--- src/rtl/loader_pkg.sv ---
// Shared definitions for the instruction-memory boot loader.
// Latency: n/a (types and constants only).
// Backpressure: n/a.
//
// Holds the loader FSM encoding and the stream framing constants used by
// imem_boot_loader and byte_packer. S_CKSUM is only entered when the top is
// built with LOADER_CKSUM_EN defined.
package loader_pkg;

   typedef enum logic [2:0] {
      S_LEN_HI = 3'd0,
      S_LEN_LO = 3'd1,
      S_DATA   = 3'd2,
      S_CKSUM  = 3'd3,
      S_DELAY  = 3'd4,
      S_RUN    = 3'd5,
      S_ERR    = 3'd6
   } state_e;

   // Stream framing: 2 big-endian length bytes, then 4 bytes per word.
   localparam int LEN_BYTES  = 2;
   localparam int WORD_BYTES = 4;
   localparam int PACK_CNT_W = $clog2(WORD_BYTES);

endpackage

--- src/rtl/byte_packer.sv ---
// Packs a byte stream into 32-bit big-endian words (first byte -> [31:24]).
// Latency: word_o/word_done_o are combinational on the accepted 4th byte.
// Backpressure: none; it only advances when take_i is high, so stalls just hold the count.
//
// Ports:
//   clk_i, rst_i   clock, synchronous active-high reset (drops any partial word)
//   take_i         a data byte is being accepted this cycle
//   byte_i         the accepted byte
//   word_o         packed word, valid while word_done_o is high
//   word_done_o    high in the cycle the final byte of a word is accepted
module byte_packer
   import loader_pkg::*;
(
   input  logic        clk_i,
   input  logic        rst_i,
   input  logic        take_i,
   input  logic [7:0]  byte_i,
   output logic [31:0] word_o,
   output logic        word_done_o
);

   localparam int SH_W = 8 * (WORD_BYTES - 1);

   logic [PACK_CNT_W-1:0] cnt_q, cnt_d;
   logic [SH_W-1:0]       sh_q, sh_d;
   logic                  last_byte;

   assign last_byte   = (cnt_q == PACK_CNT_W'(WORD_BYTES - 1));
   assign word_done_o = take_i && last_byte;
   // The 4th byte is not stored; it is appended directly to form the word.
   assign word_o      = {sh_q, byte_i};

   always_comb begin
      cnt_d = cnt_q;
      sh_d  = sh_q;
      if (take_i) begin
         sh_d  = {sh_q[SH_W-9:0], byte_i};
         cnt_d = last_byte ? '0 : cnt_q + PACK_CNT_W'(1);
      end
   end

   always_ff @(posedge clk_i) begin
      if (rst_i) begin
         cnt_q <= '0;
         sh_q  <= '0;
      end else begin
         cnt_q <= cnt_d;
         sh_q  <= sh_d;
      end
   end

endmodule

--- src/rtl/imem_boot_loader.sv ---
// Streams a program image from a host byte port into instruction memory, then releases the CPU.
// Latency: imem write registered one cycle after a word's last byte; cpu_start_o rises RELEASE_DELAY+1 cycles after the final byte.
// Backpressure: byte_ready_o is a pure function of state (high while loading or draining errors, low in delay/run/reset).
//
// Ports:
//   clk_i, rst_i      clock, synchronous active-high reset
//   byte_valid_i/_data_i/byte_ready_o   host byte interface (accept on valid && ready)
//   imem_we_o, imem_addr_o, imem_wdata_o   one-cycle write strobe, word address, word
//   cpu_start_o       0 holds the CPU in reset, 1 lets it run (sticky until reset)
//   load_err_o        sticky error (length too large, or bad checksum)
//   words_loaded_o    words written so far
// Build option: define LOADER_CKSUM_EN to require a trailing XOR checksum byte
// covering both length bytes and all data bytes.
module imem_boot_loader
   import loader_pkg::*;
#(
   parameter int ADDR_W        = 5,
   parameter int RELEASE_DELAY = 4
) (
   input  logic              clk_i,
   input  logic              rst_i,
   input  logic              byte_valid_i,
   input  logic [7:0]        byte_data_i,
   output logic              byte_ready_o,
   output logic              imem_we_o,
   output logic [ADDR_W-1:0] imem_addr_o,
   output logic [31:0]       imem_wdata_o,
   output logic              cpu_start_o,
   output logic              load_err_o,
   output logic [ADDR_W:0]   words_loaded_o
);

   localparam int DLY_W = $clog2(RELEASE_DELAY + 1);
   localparam int CNT_W = ADDR_W + 1;

   state_e            state_q, state_d;
   logic [7:0]        len_hi_q, len_hi_d;
   logic [15:0]       len_q, len_d;
   logic [CNT_W-1:0]  words_q, words_d;
   logic              we_q, we_d;
   logic [ADDR_W-1:0] addr_q, addr_d;
   logic [31:0]       wdata_q, wdata_d;
   logic [DLY_W-1:0]  dly_q, dly_d;
`ifdef LOADER_CKSUM_EN
   logic [7:0]        ck_q, ck_d;
`endif

   logic              accept;
   logic              pack_take;
   logic              word_done;
   logic [31:0]       pack_word;
   logic [15:0]       len_rx;
   logic              len_too_big;
   logic              last_word;

   assign byte_ready_o = !rst_i &&
                         (state_q inside {S_LEN_HI, S_LEN_LO, S_DATA, S_CKSUM, S_ERR});
   assign accept       = byte_valid_i && byte_ready_o;
   assign pack_take    = accept && (state_q == S_DATA);

   // Word count as it would be once the low length byte is taken.
   assign len_rx      = {len_hi_q, byte_data_i};
   assign len_too_big = (17'(len_rx) > (17'd1 << ADDR_W));
   assign last_word   = ((16'(words_q) + 16'd1) == len_q);

   byte_packer u_packer (
      .clk_i       (clk_i),
      .rst_i       (rst_i),
      .take_i      (pack_take),
      .byte_i      (byte_data_i),
      .word_o      (pack_word),
      .word_done_o (word_done)
   );

   // The delay counter is loaded on the same edge the last write is
   // registered and runs down to zero; S_RUN is entered one edge after it
   // reaches zero, so the write cycle plus RELEASE_DELAY cycles elapse
   // between the final byte and the CPU release.
   always_comb begin
      state_d  = state_q;
      len_hi_d = len_hi_q;
      len_d    = len_q;
      words_d  = words_q;
      we_d     = 1'b0;
      addr_d   = addr_q;
      wdata_d  = wdata_q;
      dly_d    = dly_q;
`ifdef LOADER_CKSUM_EN
      ck_d     = ck_q;
      if (accept && (state_q inside {S_LEN_HI, S_LEN_LO, S_DATA})) begin
         ck_d = ck_q ^ byte_data_i;
      end
`endif

      case (state_q)
         S_LEN_HI: begin
            if (accept) begin
               len_hi_d = byte_data_i;
               state_d  = S_LEN_LO;
            end
         end

         S_LEN_LO: begin
            if (accept) begin
               len_d = len_rx;
               if (len_too_big) begin
                  state_d = S_ERR;
               end else if (len_rx == 16'd0) begin
`ifdef LOADER_CKSUM_EN
                  state_d = S_CKSUM;
`else
                  state_d = S_DELAY;
                  dly_d   = DLY_W'(RELEASE_DELAY);
`endif
               end else begin
                  state_d = S_DATA;
               end
            end
         end

         S_DATA: begin
            if (word_done) begin
               we_d    = 1'b1;
               addr_d  = words_q[ADDR_W-1:0];
               wdata_d = pack_word;
               words_d = words_q + CNT_W'(1);
               if (last_word) begin
`ifdef LOADER_CKSUM_EN
                  state_d = S_CKSUM;
`else
                  state_d = S_DELAY;
                  dly_d   = DLY_W'(RELEASE_DELAY);
`endif
               end
            end
         end

`ifdef LOADER_CKSUM_EN
         S_CKSUM: begin
            if (accept) begin
               if (byte_data_i == ck_q) begin
                  state_d = S_DELAY;
                  dly_d   = DLY_W'(RELEASE_DELAY);
               end else begin
                  state_d = S_ERR;
               end
            end
         end
`endif

         S_DELAY: begin
            if (dly_q == '0) begin
               state_d = S_RUN;
            end else begin
               dly_d = dly_q - DLY_W'(1);
            end
         end

         S_RUN, S_ERR: begin
            // Terminal until reset; S_ERR keeps draining bytes via byte_ready_o.
         end

         default: begin
            state_d = S_LEN_HI;
         end
      endcase
   end

   always_ff @(posedge clk_i) begin
      if (rst_i) begin
         state_q  <= S_LEN_HI;
         len_hi_q <= '0;
         len_q    <= '0;
         words_q  <= '0;
         we_q     <= 1'b0;
         addr_q   <= '0;
         wdata_q  <= '0;
         dly_q    <= '0;
`ifdef LOADER_CKSUM_EN
         ck_q     <= '0;
`endif
      end else begin
         state_q  <= state_d;
         len_hi_q <= len_hi_d;
         len_q    <= len_d;
         words_q  <= words_d;
         we_q     <= we_d;
         addr_q   <= addr_d;
         wdata_q  <= wdata_d;
         dly_q    <= dly_d;
`ifdef LOADER_CKSUM_EN
         ck_q     <= ck_d;
`endif
      end
   end

   assign imem_we_o      = we_q;
   assign imem_addr_o    = addr_q;
   assign imem_wdata_o   = wdata_q;
   assign cpu_start_o    = (state_q == S_RUN);
   assign load_err_o     = (state_q == S_ERR);
   assign words_loaded_o = words_q;

endmodule

--- config.mk ---
export PLATFORM = sky130hd
export DESIGN_NAME = imem_boot_loader
export DESIGN_NICKNAME = d
export VERILOG_FILES = /design/src/rtl/loader_pkg.sv /design/src/rtl/byte_packer.sv /design/src/rtl/imem_boot_loader.sv
export SDC_FILE = /design/constraint.sdc
export NUM_CORES = 1
export LEC_CHECK = 0
export ABC_CLOCK_PERIOD_IN_PS = 1800
export CAP_MARGIN = 0
export CORE_AREA = 2 2 112 114
export CTS_CLUSTER_DIAMETER = 100
export DETAILED_ROUTE_END_ITERATION = 6
export DIE_AREA = 0 0 114 116
export PLACE_DENSITY = 0.64
export RECOVER_POWER = 100
export SKIP_LAST_GASP = 1
export SYNTH_ARGS = -nofsm -noshare
export SYNTH_HDL_FRONTEND = slang
export SYNTH_SLANG_ARGS = --single-unit
--- constraint.sdc ---
create_clock -name clk_i -period 1.8 [get_ports clk_i]
set_input_delay 0.18 -clock clk_i [delete_from_list [all_inputs] [get_ports clk_i]]
set_output_delay 0.18 -clock clk_i [all_outputs]
set_load 0.01 [all_outputs]
==> results <==
## repair_timing
item	4_1_cts	5_1_grt
gates resized for setup	19	14
cloned	0	1
setup endpoints to repair	8	15
buffers inserted	4	4
pin swaps	10	8
endpoints found under the hold margin	0	0
## power groups by stage
stage | logic, mW | clock network [mW] | registers, mW
global placement | 0.552 | 0 | 2.36
detailed placement | 0.568 | 0 | 2.36
global route | 0.663 | 2.09 | 2.32
floorplan | 0.384 | 0 | 2.35
CTS | 0.596 | 1.97 | 2.31
finish | 0.606 | 1.94 | 2.32
## layout by cell type (no fill, tap or decap), drive strengths merged, types with 5 or more instances in the layout
master	count
nand2	177
dfxtp	100
a21oi	70
buf	43
dlygate4sd3	42
nand3b	28
nor2	18
nand3	17
clkbuf	17
clkdlybuf4s50	8
xor2	8
inv	7
xnor2	7
nor3	6
dlygate4sd2	5
nor4	5
## synthesized netlist by cell type, types with 2 or more instances
cell type / instances
nor4_2: 2
and3b_1: 2
buf_6: 2
nor2_1: 18
o21ai_1: 2
nand3_1: 16
nand2b_1: 3
buf_4: 2
o211a_1: 2
inv_1: 5
xnor2_1: 7
nand2_1: 177
dfxtp_1: 100
nor3_1: 6
xor2_1: 8
clkbuf_1: 32
ha_1: 4
a31oi_1: 2
a21oi_1: 70
nor3b_1: 2
nor4_1: 3
or3_1: 2
nor3b_2: 2
nand3b_1: 28
## metal layers
metal	vias to the layer above	routed length, um
met5	-	0
met4	0	167
met3	12	354
met2	74	4870
met1	1713	4930
li1	1866	-
## worst min path at each step
stage,end,cells after the start
global route,imem_wdata_o[3],4
detailed placement,imem_wdata_o[28],2
CTS,imem_wdata_o[1],4
floorplan,imem_wdata_o[0],2
finish,imem_wdata_o[3],4
global placement,len_q[10],2
## cells by family after synthesis
group,share of synthesized area (%)
fa+ha+maj,1.22
simple gates,30.1
xor+xnor,3.20
buf+inv,4.57
flops,48.7
compound gates,11.9
mux,0.244
## final cells by class
type,instances,area [um2]
fill,1184,6400
clock buffer,9,225
inverter,6,25.0
tap,147,184
clock inverter,7,76.3
timing repair buffer,107,958
sequential,100,2010
multi-input combinational,372,2030
## critical path, cell delays in order (launching register included)
cell and delay, ps:
dfxtp_4 360, ha_4 280, xnor2_2 110, nand3_2 110
nor4_4 320, o221ai_4 200, o211a_1 200, o21ai_2 170
## through the flow
| step | std cells | TNS (ps) | worst slack (ps) |
|---|---|---|---|
| floorplan | 515 | 0 | 9.36 |
| global placement | 723 | -6420 | -353 |
| detailed placement | 723 | -9040 | -405 |
| CTS | 743 | -56.1 | -26.4 |
| global route | 748 | -1880 | -121 |
| finish | 748 | -57.1 | -28.8 |
## flip-flops by register name, indices dropped and copies added, names as in the netlist, 2 cells and up
register,flops
dly_q,3
imem_addr_o,5
imem_wdata_o,32
len_hi_q,8
len_q,16
state_q,3
u_packer.cnt_q,2
u_packer.sh_q,24
words_loaded_o,6
==> summary.txt <==
Outcome
  • Status: finished, violations left
  • Failing checks: setup timing

Clock tree
  • CTS clk-pin slew, worst paths: 70 ps
  • CTS root buffer: clkbuf_16
  • H-tree levels: 3
  • Worst skew pair latency: 340 ps
  • TritonCTS Sinks: 100
  • CTS Buffer Depth: 2
  • CTS tree: built
  • # hold bufs at CTS: 0
  • CTS Buf Count: 9

Setup path
  • CP required: 2070 ps
  • FF-to-FF setup slack: -30 ps
  • Cells on worst reg2reg path: 7
  • Crit path capture type: flop
  • CP Launch Type: flop
  • Critical Path Fanout Max: 5
  • Worst r2r dst: state_q[1]
  • Critical Path Source: words_loaded_o[1]
  • Reg-to-Reg Start: words_loaded_o[1]
  • Crit path to: state_q[1]
  • Crit Path Class: flop to flop
  • CP arrival: 2090 ps

Logic synthesis
  • Number of synthesized flops with an enable pin: 0
  • Synth Instances: 515
  • Synth Cell Area: 0.00411 mm2
  • Mapped Nets: 530
  • Post-synth cell types: 42
  • Synth Flop Type: dfxtp_1
  • Synth top area cells: dfxtp_1 49%, nand2_1 16%, a21oi_1 8.5%
  • Sequential area share after synthesis: 48.7%
  • Ys async rst share: 0%
  • Yosys top cell area share: 48.7%
  • Yosys reg bits: 100
  • Ys Warns: 0
  • Post-synth top area cell: dfxtp_1
  • Syn avg cell area: 7.98 um2

Power
  • Leak pwr: 2.20 nW
  • Clk pwr share: 39.9%
  • Sequential power share: 47.6%
  • Power Internal: 3.61 mW
  • VDD IR max: 0.000471 V
  • Final Power: 4.86 mW
  • Switching Share: 25.7%
  • Combinational Power Share: 12.5%
  • P per Cell Area: 883 mW/mm2
  • Psw: 1.25 mW

Cells and area
  • Final nets: 611
  • Fraction of layout cells with a size suffix above 1: 15.6%
  • Area grow syn2layout: 34.1%
  • Diode count: 0
  • Area of all placed cells without fillers: 0.00551 mm2
  • Final core occ: 46.3%

Place
  • Placed inst area: 0.00504 mm2
  • Port Buffers: 57
  • GP Congestion: 0.840
  • Post-DP HPWL: 6870 um

Route
  • DRC: 0
  • Total wire length: 10300 um
  • Vias per cell: 4.90
  • First-pass DRT Iterations: 4
  • WL/cell: 13.8 um
  • Via count: 3665
  • Initial drt markers: 263
  • Post-route antenna net violation count: 0

Die
  • Die H: 116 um
  • Top-Level Pins: 58
  • # rows: 40
  • Placeable Area: 0.0119 mm2
  • Die footprint: 0.0132 mm2
  • Die width: 114 um
  • Initial Utilization: 34.5%

STA
  • Max Clk Rate: 547 MHz
  • Final hold violations: 0
  • Worst slew margin: 37.5%
  • Worst Skew: 7.40 ps
  • Unrepaired setup endpoints after global routing: yes
  • Count of pins over their slew limit: 0
  • Setup WS post-layout: -28.8 ps
  • Fin crit period: 1830 ps
  • Crit share post-route: 102%
  • Setup Viol. Count Final: 4
  • Min Hold Slack: 239 ps
  • Worst-Margin Slew: 938 ps

Global routing
  • Met2 global-route usage: 25.3%
  • GR Util met1: 21.2%
  • Busiest grt layer: met2
  • Largest net degree at the start of global routing: 101
  • Vias in the first global route: 3441
  • Overall Global Routing Usage: 15.9%
  • Global-route wire length before repair: 16900 um
  • Grt ovf: 0
  • Initial antenna violation count: 0
  • GR Util met3: 3.71%

Worst hold path
  • Hold wc startpoint: byte_data_i[3]
  • Hold crit path type: input pin to flop

Job
  • Max cap viols: 0
Note: power is estimated with default switching activity, not from simulation.
